## src/rtl/uart_resp_tx.sv

```systemverilog
// UART response transmitter: builds ack/error/read frames and sends them 8N1.
// Define UART_RESP_CHKSUM_EN to append an XOR checksum byte to every frame.
module uart_resp_tx #(
   parameter int CLKS_PER_BIT = 868
) (
   input  logic        CLK,
   input  logic        RST,
   input  logic        DONE,
   input  logic        OK,
   input  logic        FAIL_IN,
   input  logic        STATE_R_IN,
   input  logic [31:0] DATA_IN,
   output logic        TX,
   output logic        BUSY,
   output logic        TX_DONE,
   output logic        DROP
);

`ifdef UART_RESP_CHKSUM_EN
   localparam int NB = 6;
`else
   localparam int NB = 5;
`endif

   localparam logic [15:0] CNT_MAX = 16'(CLKS_PER_BIT - 1);

   typedef enum logic [1:0] {
      IDLE,
      START,
      DATA,
      STOP
   } state_e;

   state_e              state_q, state_d;
   logic [NB-1:0][7:0]  frame_q, frame_d, cap_frame;
   logic [2:0]          rem_q, rem_d, cap_len;
   logic [2:0]          bit_q, bit_d, nxt_bit;
   logic [15:0]         cnt_q, cnt_d;
   logic                tx_q, tx_d;
   logic                busy_q, busy_d;
   logic                txd_q, txd_d;
   logic                drop_q, drop_d;
   logic                bit_end;

   assign bit_end = (cnt_q == CNT_MAX);
   assign nxt_bit = bit_q + 3'd1;

   // Frame byte 0 goes out first; later bytes shift down into slot 0.
   always_comb begin
`ifdef UART_RESP_CHKSUM_EN
      logic [7:0] chk;
`endif
      cap_frame = '0;
      cap_len   = 3'd1;
      if (FAIL_IN) begin
         cap_frame[0] = 8'h45;
      end else if (OK && STATE_R_IN) begin
         cap_frame[0] = 8'h52;
         cap_frame[1] = DATA_IN[31:24];
         cap_frame[2] = DATA_IN[23:16];
         cap_frame[3] = DATA_IN[15:8];
         cap_frame[4] = DATA_IN[7:0];
         cap_len      = 3'd5;
      end else if (OK) begin
         cap_frame[0] = 8'h4B;
      end else begin
         cap_frame[0] = 8'h45;
      end
`ifdef UART_RESP_CHKSUM_EN
      chk = 8'h00;
      for (int i = 0; i < 5; i++) begin
         chk = chk ^ cap_frame[i];
      end
      if (cap_len == 3'd5) begin
         cap_frame[5] = chk;
      end else begin
         cap_frame[1] = chk;
      end
      cap_len = cap_len + 3'd1;
`endif
   end

   always_ff @(posedge CLK) begin
      if (RST) begin
         state_q <= IDLE;
         frame_q <= '0;
         rem_q   <= '0;
         bit_q   <= '0;
         cnt_q   <= '0;
         tx_q    <= 1'b1;
         busy_q  <= 1'b0;
         txd_q   <= 1'b0;
         drop_q  <= 1'b0;
      end else begin
         state_q <= state_d;
         frame_q <= frame_d;
         rem_q   <= rem_d;
         bit_q   <= bit_d;
         cnt_q   <= cnt_d;
         tx_q    <= tx_d;
         busy_q  <= busy_d;
         txd_q   <= txd_d;
         drop_q  <= drop_d;
      end
   end

   always_comb begin
      state_d = state_q;
      unique case (state_q)
         IDLE:  if (DONE) state_d = START;
         START: if (bit_end) state_d = DATA;
         DATA:  if (bit_end && bit_q == 3'd7) state_d = STOP;
         STOP:  if (bit_end) state_d = (rem_q == 3'd0) ? IDLE : START;
         default: state_d = IDLE;
      endcase
   end

   always_comb begin
      frame_d = frame_q;
      rem_d   = rem_q;
      bit_d   = bit_q;
      cnt_d   = bit_end ? 16'd0 : cnt_q + 16'd1;
      tx_d    = tx_q;
      busy_d  = busy_q;
      txd_d   = 1'b0;
      drop_d  = (state_q != IDLE) && DONE;
      unique case (state_q)
         IDLE: begin
            cnt_d = 16'd0;
            if (DONE) begin
               frame_d = cap_frame;
               rem_d   = cap_len - 3'd1;
               bit_d   = 3'd0;
               tx_d    = 1'b0;
               busy_d  = 1'b1;
            end
         end
         START: begin
            if (bit_end) begin
               bit_d = 3'd0;
               tx_d  = frame_q[0][0];
            end
         end
         DATA: begin
            if (bit_end) begin
               if (bit_q == 3'd7) begin
                  tx_d = 1'b1;
               end else begin
                  bit_d = nxt_bit;
                  tx_d  = frame_q[0][nxt_bit];
               end
            end
         end
         STOP: begin
            if (bit_end) begin
               if (rem_q == 3'd0) begin
                  tx_d   = 1'b1;
                  busy_d = 1'b0;
                  txd_d  = 1'b1;
               end else begin
                  rem_d   = rem_q - 3'd1;
                  frame_d = {8'h00, frame_q[NB-1:1]};
                  tx_d    = 1'b0;
               end
            end
         end
         default: begin
            tx_d = 1'b1;
         end
      endcase
   end

   assign TX      = tx_q;
   assign BUSY    = busy_q;
   assign TX_DONE = txd_q;
   assign DROP    = drop_q;

endmodule
```

## config.mk

```make
export PLATFORM = sky130hd
export DESIGN_NAME = uart_resp_tx
export DESIGN_NICKNAME = d
export VERILOG_FILES = /design/src/rtl/uart_resp_tx.sv
export SDC_FILE = /design/constraint.sdc
export NUM_CORES = 1
export LEC_CHECK = 0
export CAP_MARGIN = 10
export CORE_MARGIN = 2
export CORE_UTILIZATION = 35
export DETAILED_ROUTE_END_ITERATION = 12
export PLACE_DENSITY = 0.63
export SLEW_MARGIN = 25
export SYNTH_ARGS = -nofsm -noshare
export SYNTH_HDL_FRONTEND = slang
export SYNTH_SLANG_ARGS = --single-unit
```

## constraint.sdc

```tcl
create_clock -name CLK -period 2.5 [get_ports CLK]
set_input_delay 0.375 -clock CLK [delete_from_list [all_inputs] [get_ports CLK]]
set_output_delay 0.375 -clock CLK [all_outputs]
set_load 0.02 [all_outputs]
```

==> flow_metrics.py, run 1 <==
metrics = {
    "floorplanning": {
        "io_pins": 42,
        "core_area_um2": 9196,
        "initial_core_util_pct": 35.86,
        "die_w_um": 101.1,
        "rows": 35,
        "dieArea_um2": 10220,
        "die_y_um": 101.1,
    },
    "logic_synthesis": {
        "ys.flop_type": "dfxtp_1",
        "synth.net_count": 402,
        "avgSynthCellArea_um2": 9.265,
        "synth.area.top_cells": "dfxtp_1, a21oi_1, a211oi_2",
        "synthCells": 356,
        "yosysWarnings": 0,
        "ys_types": 44,
        "synth-async-reset-ratio_pct": 0,
        "synthDominantCellAreaShare_pct": 41.27,
        "yosysTopAreaCell": "dfxtp_1",
        "netlist_area_um2": 3298,
        "seq_area_frac_synth_pct": 41.27,
        "ys_ff_latch": 68,
        "synth_edf_count": 0,
    },
    "route": {
        "wl_um": 7858,
        "avgRoutedWirePerCell_um": 15.41,
        "via_per_inst": 5.600,
        "drt_first_pass_iters": 4,
        "drt_iter0_markers": 169,
        "postRouteAntennaNets": 0,
        "drc": 0,
        "num_vias": 2856,
    },
    "global_routing": {
        "grt_util_all_layers_pct": 16.01,
        "grt_pass1_vias": 2562,
        "grt_max_degree": 53,
        "grt_pass1_wl_um": 12930,
        "antenna_found_initial": 0,
        "overflow": 0,
    },
    "timing": {
        "hold_violations": 0,
        "tightest_slew_ps": 664.1,
        "min_period_over_period_pct": 90.25,
        "finalSetupTns_ps": 0,
        "skew_ps": 10.10,
        "max_freq_ghz": 0.4432,
        "worst_slack_ps": 243.7,
        "period_minus_slack_ps": 2256,
        "setup_violations": 0,
        "rsz0062_at_grt": "no",
        "max-slew-margin-rel_pct": 55.73,
        "slew_viol_final": 0,
    },
    "power_and_ir_drop": {
        "power_mw": 4.050,
        "power_density_nw_per_um2": 990.7,
        "leakagePower_nw": 1.388,
        "irDropWorstVdd_uv": 530.8,
    },
    "clocking": {
        "worstSkewPairLatency_ps": 340,
        "tritoncts": "done",
        "cts_made_buffers": 9,
        "ctsHoldBuffers": 0,
        "cts.clk_slew.worst_paths_ps": 80,
        "htreeDepth": 3,
        "clock_sinks": 68,
        "root_buffer": "clkbuf_8",
        "cts-resized-gates": 0,
        "cts_setup_buffers": 0,
        "ctsLongestPathBuffers": 2,
    },
    "placed_design": {
        "routabilityCongestion": 0.8032,
        "post-place-ws_ps": 216.9,
        "io_buffers": 41,
        "dp_hpwl_um": 5267,
    },
    "outcome": {
        "status": "finished clean",
    },
    "worst_hold_path": {
        "hold_class": "in -> reg",
    },
    "finish": {
        "syn_to_final_growth_pct": 23.94,
        "drive_gt1_share_pct": 14.54,
        "antenna_cells": 0,
        "nets": 440,
    },
    "worst_setup_path": {
        "cp_max_fo": 27,
        "endpoint_kind": "flip-flop",
        "criticalPathCategory": "reg -> reg",
        "required_ps": 2760,
        "cp.arrival_ps": 2520,
        "critPathLaunchType": "flip-flop",
    },
    "job": {
        "cap_violations": 0,
    },
}
cells in the mapped netlist (4+ instances only):
cell	n
ha_1	8
clkbuf_1	20
o31ai_1	5
o21ai_0	16
inv_1	4
a211oi_2	21
nand2b_1	7
a211oi_1	7
nand4_1	13
nand3_1	6
nand2_1	16
or4_1	4
nor3_1	8
xor2_1	12
dfxtp_1	68
nor2_1	22
a22oi_1	24
a21oi_1	53
sequential cells by signal, indices dropped and copies added, names as in the netlist:
name / cells
TX_DONE: 1
DROP: 1
BUSY: 1
TX: 1
bit_q: 3
rem_q: 3
state_q: 2
frame_q: 40
cnt_q: 16
cell families (layout without fill, tap and decap cells):
kind of cell               count (synthesis)  in the layout  synth area share, %
AOI/OAI and AO/OA                        134            134                28.91
and+or+nand+nor                           96             96                16.12
DFF                                       68             68                41.27
buffers and inverters                     30             73                4.324
xor gates and xnor gates                  14             14                3.718
adders and majority gates                  8              8                3.035
muxes                                      6              6                2.618
placed cells by master (no fill, tap or decap), drive strengths merged, types with 2 or more instances in the layout:
cell type       n
nand2          16
a211oi         28
and2            3
ha              8
nor2           23
xnor2           2
nand2b          7
bufinv          3
o21ai          17
o31ai           5
and4            3
nand3           6
a21oi          53
or4             5
buf            13
xor2           12
clkbuf         10
dfxtp          68
and3            2
nor3            8
mux4            2
clkdlybuf4s50  40
a22oi          24
nand4          13
nor4            3
mux2i           3
nor2b           3
o211ai          2
inv             5
final timing paths:
path / startpoint / end / slack (ps) / cells after the start
min reg2reg: cnt_q[0] / cnt_q[0] / 460 / 1
min: RST / DROP / 380 / 3
max reg2reg: state_q[0] / frame_q[24] / 240 / 6
max: state_q[0] / frame_q[24] / 240 / 6
worst max-delay path: stages, from the launching register on:
cell and delay, ps:
dfxtp_1 410, ha_1 240, or4b_1 540, o211ai_1 340, nor2_2 110, buf_4 280
a211oi_1 250
per-layer routing:
layer  wire length, um  GRT usage [%]
met1              3882          24.13
met2              3536          22.52
met3               296          2.497
met4               143          6.549
met5                 0              0
where the power goes:
part	total (mW)	switching, mW	internal, mW
combinational	1.52	0.886	0.638
clock	1.09	0.427	0.665
sequential	1.43	0.140	1.29
cell type report:
class                           count  area (um2)
Inverter                            4       15.01
Clock inverter                      6       111.4
Clock buffer                       10       127.6
Tap cell                          111       138.9
Sequential cell                    68        1361
Fill cell                         888        5109
Multi-Input combinational cell    258        1800
Timing Repair Buffer               53       533.0
stage by stage:
stage / cells / util, % / hold slack [ps] / area, um2
CTS: 510 / 44.45 / 378.7 / 4088
floorplan: 356 / - / 426.2 / 3298
finish: 510 / 44.45 / 383.1 / 4088
detailed placement: 494 / 41.85 / 449.9 / 3849
global placement: 494 / 41.85 / 443.6 / 3849
global route: 510 / 44.45 / 398.6 / 4088
(Power assumes the default switching activity.)
==> inputs of run 2 (changes only) <==
- clock period: 2.5 -> 2.35 ns (I/O delays scaled with it)
==> run 2 against run 1 <==
Effect of this change:
- final area up 1.7%
- sequential power increased by 6%
- global-route usage increased by 0.26 points
- register-to-register slack lost 60 ps
- largest cell class unchanged
==> flow_metrics.py, run 2 (synthesized netlist as in run 1, its figures left out) <==
metrics = {
    "worst_hold_path": {
        "whs_path_depth": 2,
        "hold_class": "in -> reg",
    },
    "worst_setup_path": {
        "criticalPathCategory": "reg -> reg",
        "cp.arrival_ps": 2440,
        "cp_slowest_stage_delay_ps": 580,
        "critPathLaunchType": "flip-flop",
        "reg2regPathDepth": 6,
        "path_common_cell": "a21oi_1",
        "path_cells": "ha_1 -> nand2b_1 -> nor4_2 -> a21oi_1 -> or4_1 -> a21oi_1",
        "rr_startpoint": "cnt_q[0]",
        "cp_max_fo": 9,
        "reg2reg_to": "frame_q[0]",
        "worstSetupStartpoint": "cnt_q[0]",
        "endpoint_kind": "flip-flop",
        "cp_slowest_cell": "or4_1",
        "required_ps": 2630,
        "setup.worst_path.end": "frame_q[0]",
        "r2r_slack_ps": 190,
    },
    "global_routing": {
        "grt_pass1_vias": 2700,
        "grt_util_all_layers_pct": 16.27,
        "overflow": 0,
        "grt_pass1_wl_um": 13210,
        "grt_max_degree": 39,
        "antenna_found_initial": 0,
    },
    "clocking": {
        "worstSkewPairLatency_ps": 350,
        "ctsLongestPathBuffers": 2,
        "htreeDepth": 3,
        "cts.clk_slew.worst_paths_ps": 70,
        "root_buffer": "clkbuf_8",
        "clock_sinks": 68,
        "cts_made_buffers": 9,
        "cts-resized-gates": 0,
        "ctsHoldBuffers": 0,
        "tritoncts": "done",
        "cts_setup_buffers": 0,
    },
    "finish": {
        "top_register": "frame_q",
        "multi_input_area_um2": 1803,
        "top_regs": "frame_q (40), cnt_q (16)",
        "drive_gt1_share_pct": 15.67,
        "finalInstanceArea_um2": 4158,
        "syn_to_final_growth_pct": 26.06,
        "largest_reg_flops": 40,
        "seq_area_um2": 1361,
        "layout_common_cells": "dfxtp_1, a21oi_1, clkdlybuf4s50_1",
        "n_fill_cell": 913,
        "antenna_cells": 0,
        "layout_commonest_cell": "dfxtp_1",
        "instances_no_fill": 513,
        "nets": 444,
    },
    "timing": {
        "tightest_slew_ps": 713.4,
        "hold_slack_ps": 454.5,
        "hold_violations": 0,
        "max_freq_ghz": 0.4620,
        "finalSetupTns_ps": 0,
        "min_period_over_period_pct": 92.11,
        "slew_viol_final": 0,
        "setup_violations": 0,
        "max-slew-margin-rel_pct": 52.44,
        "rsz0062_at_grt": "no",
        "period_minus_slack_ps": 2165,
        "skew_ps": 9.293,
    },
    "floorplanning": {
        "initial_core_util_pct": 35.86,
        "die_y_um": 101.1,
        "die_w_um": 101.1,
        "rows": 35,
        "io_pins": 42,
        "core_area_um2": 9196,
        "dieArea_um2": 10220,
    },
    "route": {
        "num_vias": 2847,
        "postRouteAntennaNets": 0,
        "drt_first_pass_iters": 5,
        "via_per_inst": 5.550,
        "avgRoutedWirePerCell_um": 15.36,
        "drc": 0,
        "wl_um": 7878,
        "drt_iter0_markers": 258,
    },
    "power_and_ir_drop": {
        "leakagePower_nw": 1.420,
        "power_mw": 4.444,
        "power_density_nw_per_um2": 1069,
        "irDropWorstVdd_uv": 803.4,
    },
    "outcome": {
        "status": "finished clean",
    },
    "job": {
        "cap_violations": 0,
    },
    "placed_design": {
        "dp.cells": 498,
        "routabilityCongestion": 0.7952,
        "dp_hpwl_um": 5383,
        "dpl_cell_area_um2": 3891,
        "io_buffers": 41,
    },
}
==> run 2: area by class of cell <==
class / count / share of cell area, %
multi-input combinational: 258 / 43.36
sequential: 68 / 32.74
timing repair buffer: 57 / 13.93
tap: 111 / 3.340
clock inverter: 6 / 3.280
clock buffer: 9 / 2.979
inverter: 4 / 0.3611
==> run 2: how the worst min path moves through the flow <==
stage / start / to
floorplan: cnt_q[0] / cnt_q[0]
global placement: cnt_q[0] / cnt_q[0]
detailed placement: frame_q[15] / frame_q[7]
global route: RST / frame_q[37]
finish: RST / rem_q[0]
CTS: RST / frame_q[38]
==> run 2: power by group <==
part           switching, mW  total [mW]  leakage (nW)  internal, mW
clock network          0.449        1.26         0.126         0.810
registers              0.141        1.52         0.555          1.38
logic                  0.958        1.67         0.739         0.709
==> run 2: through the flow <==
step	util, %	setup WS (ps)
floorplan	-	268.2
global placement	42.31	205.6
detailed placement	42.31	123.1
CTS	45.14	109.1
global route	45.21	11.33
finish	45.21	185.5
==> run 2: metal layers <==
metal | vias up | global-route usage, % | share of wire (%)
met5 | - | 0 | 0
met3 | 10 | 2.358 | 3.5
met2 | 61 | 24.30 | 46
met1 | 1354 | 23.23 | 49
li1 | 1422 | - | -
met4 | 0 | 7.173 | 1.7
==> run 2: critical path, delay by kind of cell, from the launching register on <==
kind,cells,cell delay (ps)
flops,1,360
fa+ha+maj,1,210
compound gates,2,470
simple gates,3,1060
==> inputs of run 3 (changes only) <==
- CTS_CLUSTER_DIAMETER: not set -> 50
- TNS_END_PERCENT: not set -> 5
==> results of run 3 <==
The final DEF is identical to that of run 2; final timing and power are the same.
